==> src/rtl/pixel_read_seq.sv <==
// pixel_read_seq: claims the SRAM clock, reads an address window and streams it out as valid/ready pixels
module pixel_read_seq #(
  parameter int DW     = 64,
  parameter int AW     = 9,
  parameter int SW_CYC = 4
) (
  input  logic          clk_p,
  input  logic          rst_n,
  input  logic          start_i,
  input  logic [AW-1:0] base_addr_i,
  input  logic [AW:0]   len_i,
  output logic          busy_o,
  output logic          done_o,
  output logic          pixel_trigger_o,
  output logic          pixel_trigger_done_o,
  output logic          rd_o,
  output logic [AW-1:0] addr_rd_o,
  input  logic [DW-1:0] sram_data_i,
  output logic          pix_valid_o,
  output logic [DW-1:0] pix_data_o,
  output logic          pix_last_o,
  input  logic          pix_ready_i
);
  typedef enum logic [2:0] {IDLE, SWITCH, READ, DRAIN, DONE} state_t;
  localparam logic [AW:0] DEPTH = {1'b1, {AW{1'b0}}};
  localparam logic [AW:0] ONE   = {{AW{1'b0}}, 1'b1};
  state_t        state, state_nx;
  logic [3:0]    sw_cnt;
  logic [AW:0]   len_sat, last_idx, issued, accepted;
  logic [AW-1:0] base_q, addr_q;
  logic          nz_q, inflight, wr_ptr, rd_ptr, pop;
  logic [1:0]    fifo_cnt, occ;
  logic [DW-1:0] fifo_mem [2];
  always_comb begin
    len_sat              = len_i > DEPTH ? DEPTH : len_i;
    pix_valid_o          = fifo_cnt != 2'd0;
    pop                  = pix_valid_o && pix_ready_i;
    occ                  = fifo_cnt + 2'(inflight) - 2'(pop);
    pix_data_o           = pix_valid_o ? fifo_mem[rd_ptr] : '0;
    pix_last_o           = pix_valid_o && accepted == last_idx;
    rd_o                 = state == READ && occ < 2'd2;
    addr_rd_o            = rd_o ? base_q + issued[AW-1:0] : addr_q;
    busy_o               = state != IDLE;
    done_o               = state == DONE;
    pixel_trigger_o      = state == SWITCH || state == READ || state == DRAIN;
    pixel_trigger_done_o = done_o && nz_q;
    state_nx             = state;
    unique case (state)
      IDLE:    if (start_i) state_nx = len_sat == '0 ? DONE : SWITCH;
      SWITCH:  if (sw_cnt == 4'(SW_CYC - 1)) state_nx = READ;
      READ:    if (rd_o && issued == last_idx) state_nx = DRAIN;
      DRAIN:   if (pop && accepted == last_idx) state_nx = DONE;
      default: state_nx = IDLE;
    endcase
  end
  always_ff @(posedge clk_p or negedge rst_n)
    if (!rst_n) state <= IDLE;
    else state <= state_nx;
  always_ff @(posedge clk_p or negedge rst_n) begin
    if (!rst_n) begin
      sw_cnt      <= '0;
      base_q      <= '0;
      last_idx    <= '0;
      nz_q        <= 1'b0;
      issued      <= '0;
      accepted    <= '0;
      addr_q      <= '0;
      inflight    <= 1'b0;
      wr_ptr      <= 1'b0;
      rd_ptr      <= 1'b0;
      fifo_cnt    <= '0;
      fifo_mem[0] <= '0;
      fifo_mem[1] <= '0;
    end else begin
      sw_cnt <= state == SWITCH ? sw_cnt + 4'd1 : 4'd0;
      if (state == IDLE && start_i) begin
        base_q   <= base_addr_i;
        last_idx <= len_sat - ONE;
        nz_q     <= len_sat != '0;
        issued   <= '0;
        accepted <= '0;
      end else begin
        issued   <= issued + (AW+1)'(rd_o);
        accepted <= accepted + (AW+1)'(pop);
      end
      addr_q   <= addr_rd_o;
      inflight <= rd_o;
      if (inflight) begin
        fifo_mem[wr_ptr] <= sram_data_i;
        wr_ptr           <= ~wr_ptr;
      end
      if (pop) rd_ptr <= ~rd_ptr;
      fifo_cnt <= fifo_cnt + 2'(inflight) - 2'(pop);
    end
  end
endmodule

==> config.mk <==
export PLATFORM = sky130hd
export DESIGN_NAME = pixel_read_seq
export DESIGN_NICKNAME = d
export VERILOG_FILES = /design/src/rtl/pixel_read_seq.sv
export SDC_FILE = /design/constraint.sdc
export NUM_CORES = 1
export LEC_CHECK = 0
export CAP_MARGIN = 10
export CORE_MARGIN = 10
export CORE_UTILIZATION = 52
export DETAILED_ROUTE_END_ITERATION = 7
export DONT_BUFFER_PORTS = 1
export MAX_ROUTING_LAYER = met4
export PLACE_DENSITY = 0.68
export SYNTH_ARGS = -nofsm -noshare
export SYNTH_HDL_FRONTEND = slang
export SYNTH_SLANG_ARGS = --single-unit
==> constraint.sdc <==
create_clock -name clk_p -period 3.6 [get_ports clk_p]
set_clock_uncertainty 0.15 [all_clocks]
set_input_delay 0.72 -clock clk_p [delete_from_list [all_inputs] [get_ports clk_p]]
set_output_delay 0.72 -clock clk_p [all_outputs]
set_load 0.02 [all_outputs]
==> results.md <==
- Outcome: complete, but fails checks
- Violated checks: hold timing
- RSZ-0062 raised after global routing: false
- Design Power: just under 0.009 W
- Via count: 5577
- Period utilization: 0.964
- Die span in x: 151 um
- Async S/R FF share, synth: 1.00
- Area growth syn-to-layout: 8.46%
- Critical path arrival: 2600 ps
- Core box area: between 15000 and 20000 um^2
- Final hold violation count: 189
- Synth cell count leaders: dfrtp_1, mux2_2, nor2_1
- Max cap viols: 0
- Initial antenna violation count: 0
- VDD IR max: 0.000517 V
- PwrDens: 917 nW/um^2
- Pin count of the biggest net entering global routing: 190
- GRT Util Overall: 0.175
- Top-count cell post-synth: dfrtp_1
- WS Path Type: reg -> out
- Fmax: between 200 and 300 MHz
- Nets: 850
- Top cells by area, synth: dfrtp_1, mux2_2, mux2i_1
- Initial Utilization: 0.535
- Initial DRC Count: 259
- Top Ports: 167
- Clock power share: 0.187
- Headroom to the max-slew limit: 0.391
- First-pass GRT wire length: 30700 um
- Flop pwr share: 0.420
- Detail-routed via count per cell: 5.70
- Slew @ Worst Pin: 914 ps
- Gr ovfl total: 0
- Synthesis Warnings: 0
- # diodes: 0
- DR pass1 iterations: 4
- Vias in the first global route: 5878
- Post-CTS Setup Inserts: 0
- Clock sinks: ~190
- Post-route ant nets: 0
- Hold Crit Class: in -> async
- Cell count after synthesis: 756
- Clk slew on worst S/H paths: about 70 ps
- Post-synth cell types: 47
- H-Tree Depth: 4
- Final hold slack: -152 ps
- CTS tree: done
- Avg Cell Area, Syn: 11.9 um^2
- Top-area cell type share of the netlist area: 0.528
- Seq cells post-synth: 189
- Slew Viols, Final: 0
- Setup TNS: 0 ps
- EDFF count, synth: 0
- Routed Wire Length: 19100 um
- Mapped cell area: 8960 um^2
- Gpl congestion: 0.811
- Internal power: 0.00561 W
- Clock latency on the worst-skew pair: 430 ps
- Layout cells sized above 1: 0.248
- # rows: 47
- Synth Flop Type: dfrtp_1
- Leakage: 4.41 nW
- TritonCTS buffer count: 17
- Comb power frac: 0.393
- Clock buffer depth: 2
- PortBufs: 0
- Setup crit end kind: output port
- Switch Pwr: 0.00329 W
- DP HPWL: 13400 um
- Register area share after synthesis: 0.528
- Syn nets: about 860
- CTS root buf: clkbuf_16
- Routed wire per std cell: 19.5 um
- Req. time, crit path: ~2700 ps
- Final Critical Period: about 3500 ps
- Die ar.: about 23000 um^2
- Die Y: 151 um
- CP Max Fanout: 3
- Post-synth top area cell: dfrtp_1
- Sw Share: 0.370
- DRC: 0
- CP Launch Type: flip-flop
- Setup violations, final: 0
path summary, 6_finish.rpt:
check	from	end	slack, ps	depth (start not counted)
max	issued[0]$_DFF_PN0_	addr_rd_o[8]	130	7
min reg2reg	base_q[7]$_DFFE_PN0P_	base_q[7]$_DFFE_PN0P_	330	2
max in group asynchronous	rst_n	rd_ptr$_DFFE_PN0P_	3040	0
min in group clk_p	base_addr_i[1]	base_q[1]$_DFFE_PN0P_	250	2
min	rst_n	state[0]$_DFFE_PN0P_	-150	0
max reg2reg	fifo_cnt[1]$_DFF_PN0_	issued[6]$_DFF_PN0_	850	12
final cells by class:
cell class                 count  area, um^2
fill                        1377        7040
sequential                   189        4730
inverter                      13        48.8
tap                          220         275
timing repair buffer           9        80.1
multi-input combinational    517        4060
clock inverter                10        67.6
clock buffer                  20         457
layer usage:
metal,part of all wire,GRT usage
met5,0,-
met4,0.016,0.0621
met3,0.081,0.0504
met2,0.51,0.293
met1,0.39,0.196
placed cells by master, fill, tap and decap left out, drive strengths merged, types with 13 or more instances in the layout:
master  count
ha         15
xor2       32
nand2      52
mux2i      66
dfrtp     189
xnor2      16
clkbuf     20
inv        13
nor2       99
mux2      137
o21ai      16
critical path: stages (launching register included):
cell	delay, ps
dfrtp_1	410
ha_1	250
fa_1	410
a21oi_1	220
o211ai_1	180
o41ai_2	260
xnor2_1	110
mux2_2	330
what timing repair did:
action / in CTS / in global routing
setup endpoints to repair: 0 / 1
endpoints found under the hold margin: 189 / 189
gates resized for setup: 0 / 1
power by group through the flow:
stage	clock, W	combinational (W)	sequential [W]
5_1_grt	0.00181	0.00385	0.00387
3_3_place_gp	0	0.00346	0.00372
6_report	0.00167	0.00350	0.00374
4_1_cts	0.00172	0.00358	0.00375
2_1_floorplan	0	0.00306	0.00352
3_5_place_dp	0	0.00356	0.00380
kinds of logic (layout without fill, tap and decap cells):
logic type | count (synthesis) | after routing | synth area share
multiplexers | 203 | 203 | 0.246
AND/OR/NAND/NOR | 199 | 199 | 0.0959
flip-flops | 189 | 189 | 0.528
AO/OA/AOI/OAI | 51 | 51 | 0.0369
buffers and inverters | 50 | 52 | 0.0225
XOR/XNOR | 48 | 48 | 0.0478
adder cells (fa/ha/maj) | 16 | 16 | 0.0232
flip-flops by register name (all words and copies together), names as in the netlist:
signal	flops
wr_ptr	1
fifo_cnt	2
accepted	10
sw_cnt	4
state	3
addr_q	9
fifo_mem	128
last_idx	10
issued	10
inflight	1
rd_ptr	1
nz_q	1
base_q	9
stage by stage:
stage                      util  setup slack, ps  hold WS (ps)  instances  area [um^2]
after CTS                 0.579             77.8          -176        978         9710
after global placement    0.548              565           284        948         9190
final                     0.580              130          -152        978         9720
after global routing      0.580             12.3          -178        978         9720
after detailed placement  0.548              564           284        948         9190
after floorplan               -              564           274        756         8960
Note: power is estimated with default switching activity, not from simulation.
==> RTL change 1 (same settings) <==
Make the reset (`rst_n`) synchronous in 2 clocked blocks.
--- a/src/rtl/pixel_read_seq.sv
+++ b/src/rtl/pixel_read_seq.sv
@@ -53,10 +53,10 @@
       default: state_nx = IDLE;
     endcase
   end
-  always_ff @(posedge clk_p or negedge rst_n)
+  always_ff @(posedge clk_p)
     if (!rst_n) state <= IDLE;
     else state <= state_nx;
-  always_ff @(posedge clk_p or negedge rst_n) begin
+  always_ff @(posedge clk_p) begin
     if (!rst_n) begin
       sw_cnt      <= '0;
       base_q      <= '0;
Formal check against the unedited RTL: differs if rst_n is asserted again (counterexample within 4 cycles, from zero or initial values and one cycle with rst_n low); with rst_n held inactive, the same outputs for 10 cycles.
==> RTL change 1 against the unedited design <==
- sequential cell count increased by 1
- setup slack worse by 0.039 ns
- die area decreased by 1.0%
- critical path type unchanged
- routed wire length increased by 2.5%
- critical endpoint is now addr_rd_o[7]
- worst hold slack improved by 0.42 ns
- synthesized area down 1.2%
- via count rose by 0.23%
- cell area grew 1.1%
Power is not compared: it rests on default switching activity, and its combinational part moved more than twofold at a synthesized area within 25%.
==> RTL change 1: results (changes against the unedited design) <==
metric	value	unit	change
outcome	complete, no violations		
largest net degree at the start of global routing	66		-65%
ANT cells	0		unchanged
async set or reset register ratio after synthesis	0	%	-100 points
largest cells by area after synthesis	edfxtp_1 43%, dfxtp_1 14%, and2_1 9.8%		
CP max stage delay	0.34	ns	-0.07 ns
Crit-path slowest cell	dfxtp_2		
setup ws final	0.0916	ns	-0.0387 ns
Total GRT Usage	17.6	%	+0.11 points
dpl ws	0.238	ns	-0.326 ns
crit path max fanout	9		+6
leakage	3.71	nW	
metal3 WL	1920	µm	+24%
R2R Path End	issued[8]		
met1 Usage GRT	21.2	%	+1.6 points
met2 WL	9400	µm	-3.4%
Hold Path Class	input pin to flop		
xor/xnor cell area share of the yosys netlist	5.12	%	+0.34 points
1st-iter DRT viols	308		+19%
Post-synth top cells	139 x and2_1, 128 x edfxtp_1, 112 x nor2_1, 66 x mux2i_1, 62 x dfxtp_1		
GP Congestion	0.843		+3.9%
wire length on met1	8030	µm	+6.8%
top sig layer	met4		
Total Wirelength	19600	µm	+2.5%
Worst R2R Path Depth	16		+4
CP top delay family	simple AND/OR/NAND/NOR gates		
placed cell areas	9110	µm²	-0.79%
post-cts resize count	3		+3
arrival time at the worst endpoint	2.64	ns	+0.04 ns
grt met2 use	27.1	%	-2.2 points
register share of total power	43.4	%	
Finished Layout Cells	1024		+4.7%
adder-cell share of the synthesized area	2.49	%	+0.17 points
worst setup path end	addr_rd_o[7]		
register area share after synthesis	57.4	%	+4.6 points
relative slew slack	39.0	%	-0.078 points
Reg2Reg Setup Slack	0.52	ns	-0.33 ns
EDFF count, synth	128		+128
proportion of synthesized area in mux cells	7.46	%	-17 points
nets	895		+5.3%
worst r2r src	fifo_cnt[0]		
number of global-route vias before repair	5559		-5.4%
met3 usage in global routing	6.27	%	+1.2 points
Via density	5.46		-4.3%
Synth Area in Compound Gates	4.54	%	+0.85 points
worst skew pair latency	0.42	ns	
drt first pass iters	5		+1
first-pass GRT wire length	30300	µm	-1.4%
CTS clock-pin slew for the worst setup and hold paths	0.06	ns	
layout cell share with drive strength beyond 1	8.96	%	-16 points
dpl hpwl	13500	µm	+0.74%
cells after synthesis	791		+4.6%
Placed Cells	988		+4.2%
worst hold slack	0.266	ns	+0.419 ns
## RTL change 1: cell count changes after synthesis, sizes merged, moves of 12 or more
cell / delta
and3: +12
nor2: +13
and2: +137
dfxtp: +62
mux2: -137
dfrtp: -189
edfxtp: +128
## RTL change 1: cell type report
class                   instances  area (µm²)
clock buffers                  27         515
clock inverters                 5        77.6
fillers                      1385        6810
inverters                      13        53.8
multi-input cells             550        3650
flip-flops and latches        190        5090
well taps                     220         275
repair buffers                 19         168
## RTL change 1: worst reg2reg max path, stage by stage (launching register included)
cell	delay, ns
dfxtp_2	0.34
nor2_4	0.12
inv_2	0.05
and2_4	0.16
ha_4	0.25
inv_1	0.03
ha_2	0.16
xnor3_2	0.26
nand3_4	0.18
inv_6	0.19
ha_1	0.20
ha_1	0.19
nand3_1	0.12
nor2_1	0.20
and3_1	0.19
xnor2_1	0.11
nor2_1	0.05
==> RTL change 2 (same flow settings) <==
Made on the original files. The parameter `AW` goes from 9 to 10.
--- a/src/rtl/pixel_read_seq.sv
+++ b/src/rtl/pixel_read_seq.sv
@@ -1,7 +1,7 @@
 // pixel_read_seq: claims the SRAM clock, reads an address window and streams it out as valid/ready pixels
 module pixel_read_seq #(
   parameter int DW     = 64,
-  parameter int AW     = 9,
+  parameter int AW     = 10,
   parameter int SW_CYC = 4
 ) (
   input  logic          clk_p,
Interface: changed (resized addr_rd_o, base_addr_i and len_i); port bits go from 167 to 170. The function was not compared with the original's and may differ.
==> RTL change 2 against the unedited design <==
- setup slack better by 0.033 ns
- critical path type unchanged
- largest power group unchanged
- the flow still finishes with violations (hold timing)
- routed wire length rose by 3.8%
- cell area up 3.4%
- sequential cell count grew 5
- non-clock buffer count is 1 higher
- critical endpoint unchanged
- synthesized area is 2.9% higher
- total power is 1.4% lower
- clock power grew 8%
==> RTL change 2: results (changes against the unedited design) <==
metric	value	unit	change
Unique masters post-synth	46		-2.1%
Synth Area in Compound Gates	3.36	%	-0.32 points
proportion of synthesized area in mux cells	23.4	%	-1.2 points
Main synth FF type	dfrtp_1		
Crit-path slowest cell	dfrtp_1		
nets	881		+3.6%
Total GRT Usage	17.3	%	-0.24 points
placed cell areas	9470	µm²	+3.1%
GP Congestion	0.828		+2.1%
crit path max fanout	3		unchanged
Post-synth top cells	194 x dfrtp_1, 109 x nor2_1, 108 x mux2_2, 64 x mux2i_1, 48 x nand2_1		
Clock-cell share	5.63	%	+0.23 points
outcome	finished, violations left		
TritonCTS Buffers	17		unchanged
count of plain and timing-repair buffers	10		+1
arrival time at the worst endpoint	2.57	ns	-0.03 ns
largest net degree at the start of global routing	195		+2.6%
multi-input gate count	546		+5.6%
worst skew pair latency	0.43	ns	about the same
P_seq	3.81	mW	+2%
# fillers	1425		+3.5%
EDFF count, synth	0		unchanged
adder-cell share of the synthesized area	2.25	%	-0.066 points
fraction of area in multi-input gates	42.0	%	+0.22 points
failing checks	hold timing		
number of global-route vias before repair	6156		+4.7%
P_clk	1.80	mW	+8%
layout cell share with drive strength beyond 1	20.8	%	-4.0 points
Hold Violations, Final	194		+2.6%
Total Wirelength	19800	µm	+3.8%
CP top delay family	adder cells		
cells after synthesis	785		+3.8%
register area share after synthesis	52.6	%	-0.15 points
wire per inst	19.6	µm	+0.11%
Net Sw Frac	36.6	%	-0.40 points
first-pass GRT wire length	32100	µm	+4.4%
worst hold slack	-0.172	ns	-0.0197 ns
DIE AREA	23500	µm²	+2.5%
dpl ws	0.425	ns	-0.139 ns
fin area	10000	µm²	+3.4%
Seq. cell area	4860	µm²	+2.6%
Via density	5.68		-0.42%
Placed Cells	982		+3.6%
relative slew slack	38.4	%	-0.64 points
xor/xnor cell area share of the yosys netlist	5.51	%	+0.73 points
syn_nets	890		+3.6%
post-cts resize count	1		+1
largest cells by area after synthesis	dfrtp_1 53%, mux2_2 13%, mux2i_1 6.9%		
H-tree Lvls	4		unchanged
leakage	4.52	nW	+2.4%
Final non-clock buffer share	0.996	%	+0.17 points
pwr dens	874	nW/µm²	-4.6%
Max VDD drop	0.000417	V	-19%
clock buf count	18		-10%
Seq cells	194		+2.6%
1st-iter DRT viols	206		-20%
dpl hpwl	14100	µm	+4.8%
invs w/o clock	7		-6
## RTL change 2: routing by layer
metal	part of all wire, %	vias to the layer above	wire length (µm)	GRT usage (%)
met5	0	-	0	-
met4	1.6	0	309	4.90
met3	7.4	24	1470	5.58
met2	51	160	10100	29.4
met1	40	2884	7910	18.9
li1	-	2690	-	-
## RTL change 2: path summary, 6_finish.rpt
check / startpoint / end / slack (ns) / cells past startpoint
worst max-delay path: issued[0] / addr_rd_o[8] / 0.16 / 7
worst min-delay path: rst_n / fifo_mem[81] / -0.17 / 0
worst max register to register: fifo_cnt[0] / issued[8] / 0.80 / 12
worst min register to register: sw_cnt[0] / sw_cnt[0] / 0.31 / 1
max in group asynchronous: rst_n / accepted[2] / 3.17 / 0
min in group clk_p: base_addr_i[0] / base_q[0] / 0.24 / 2
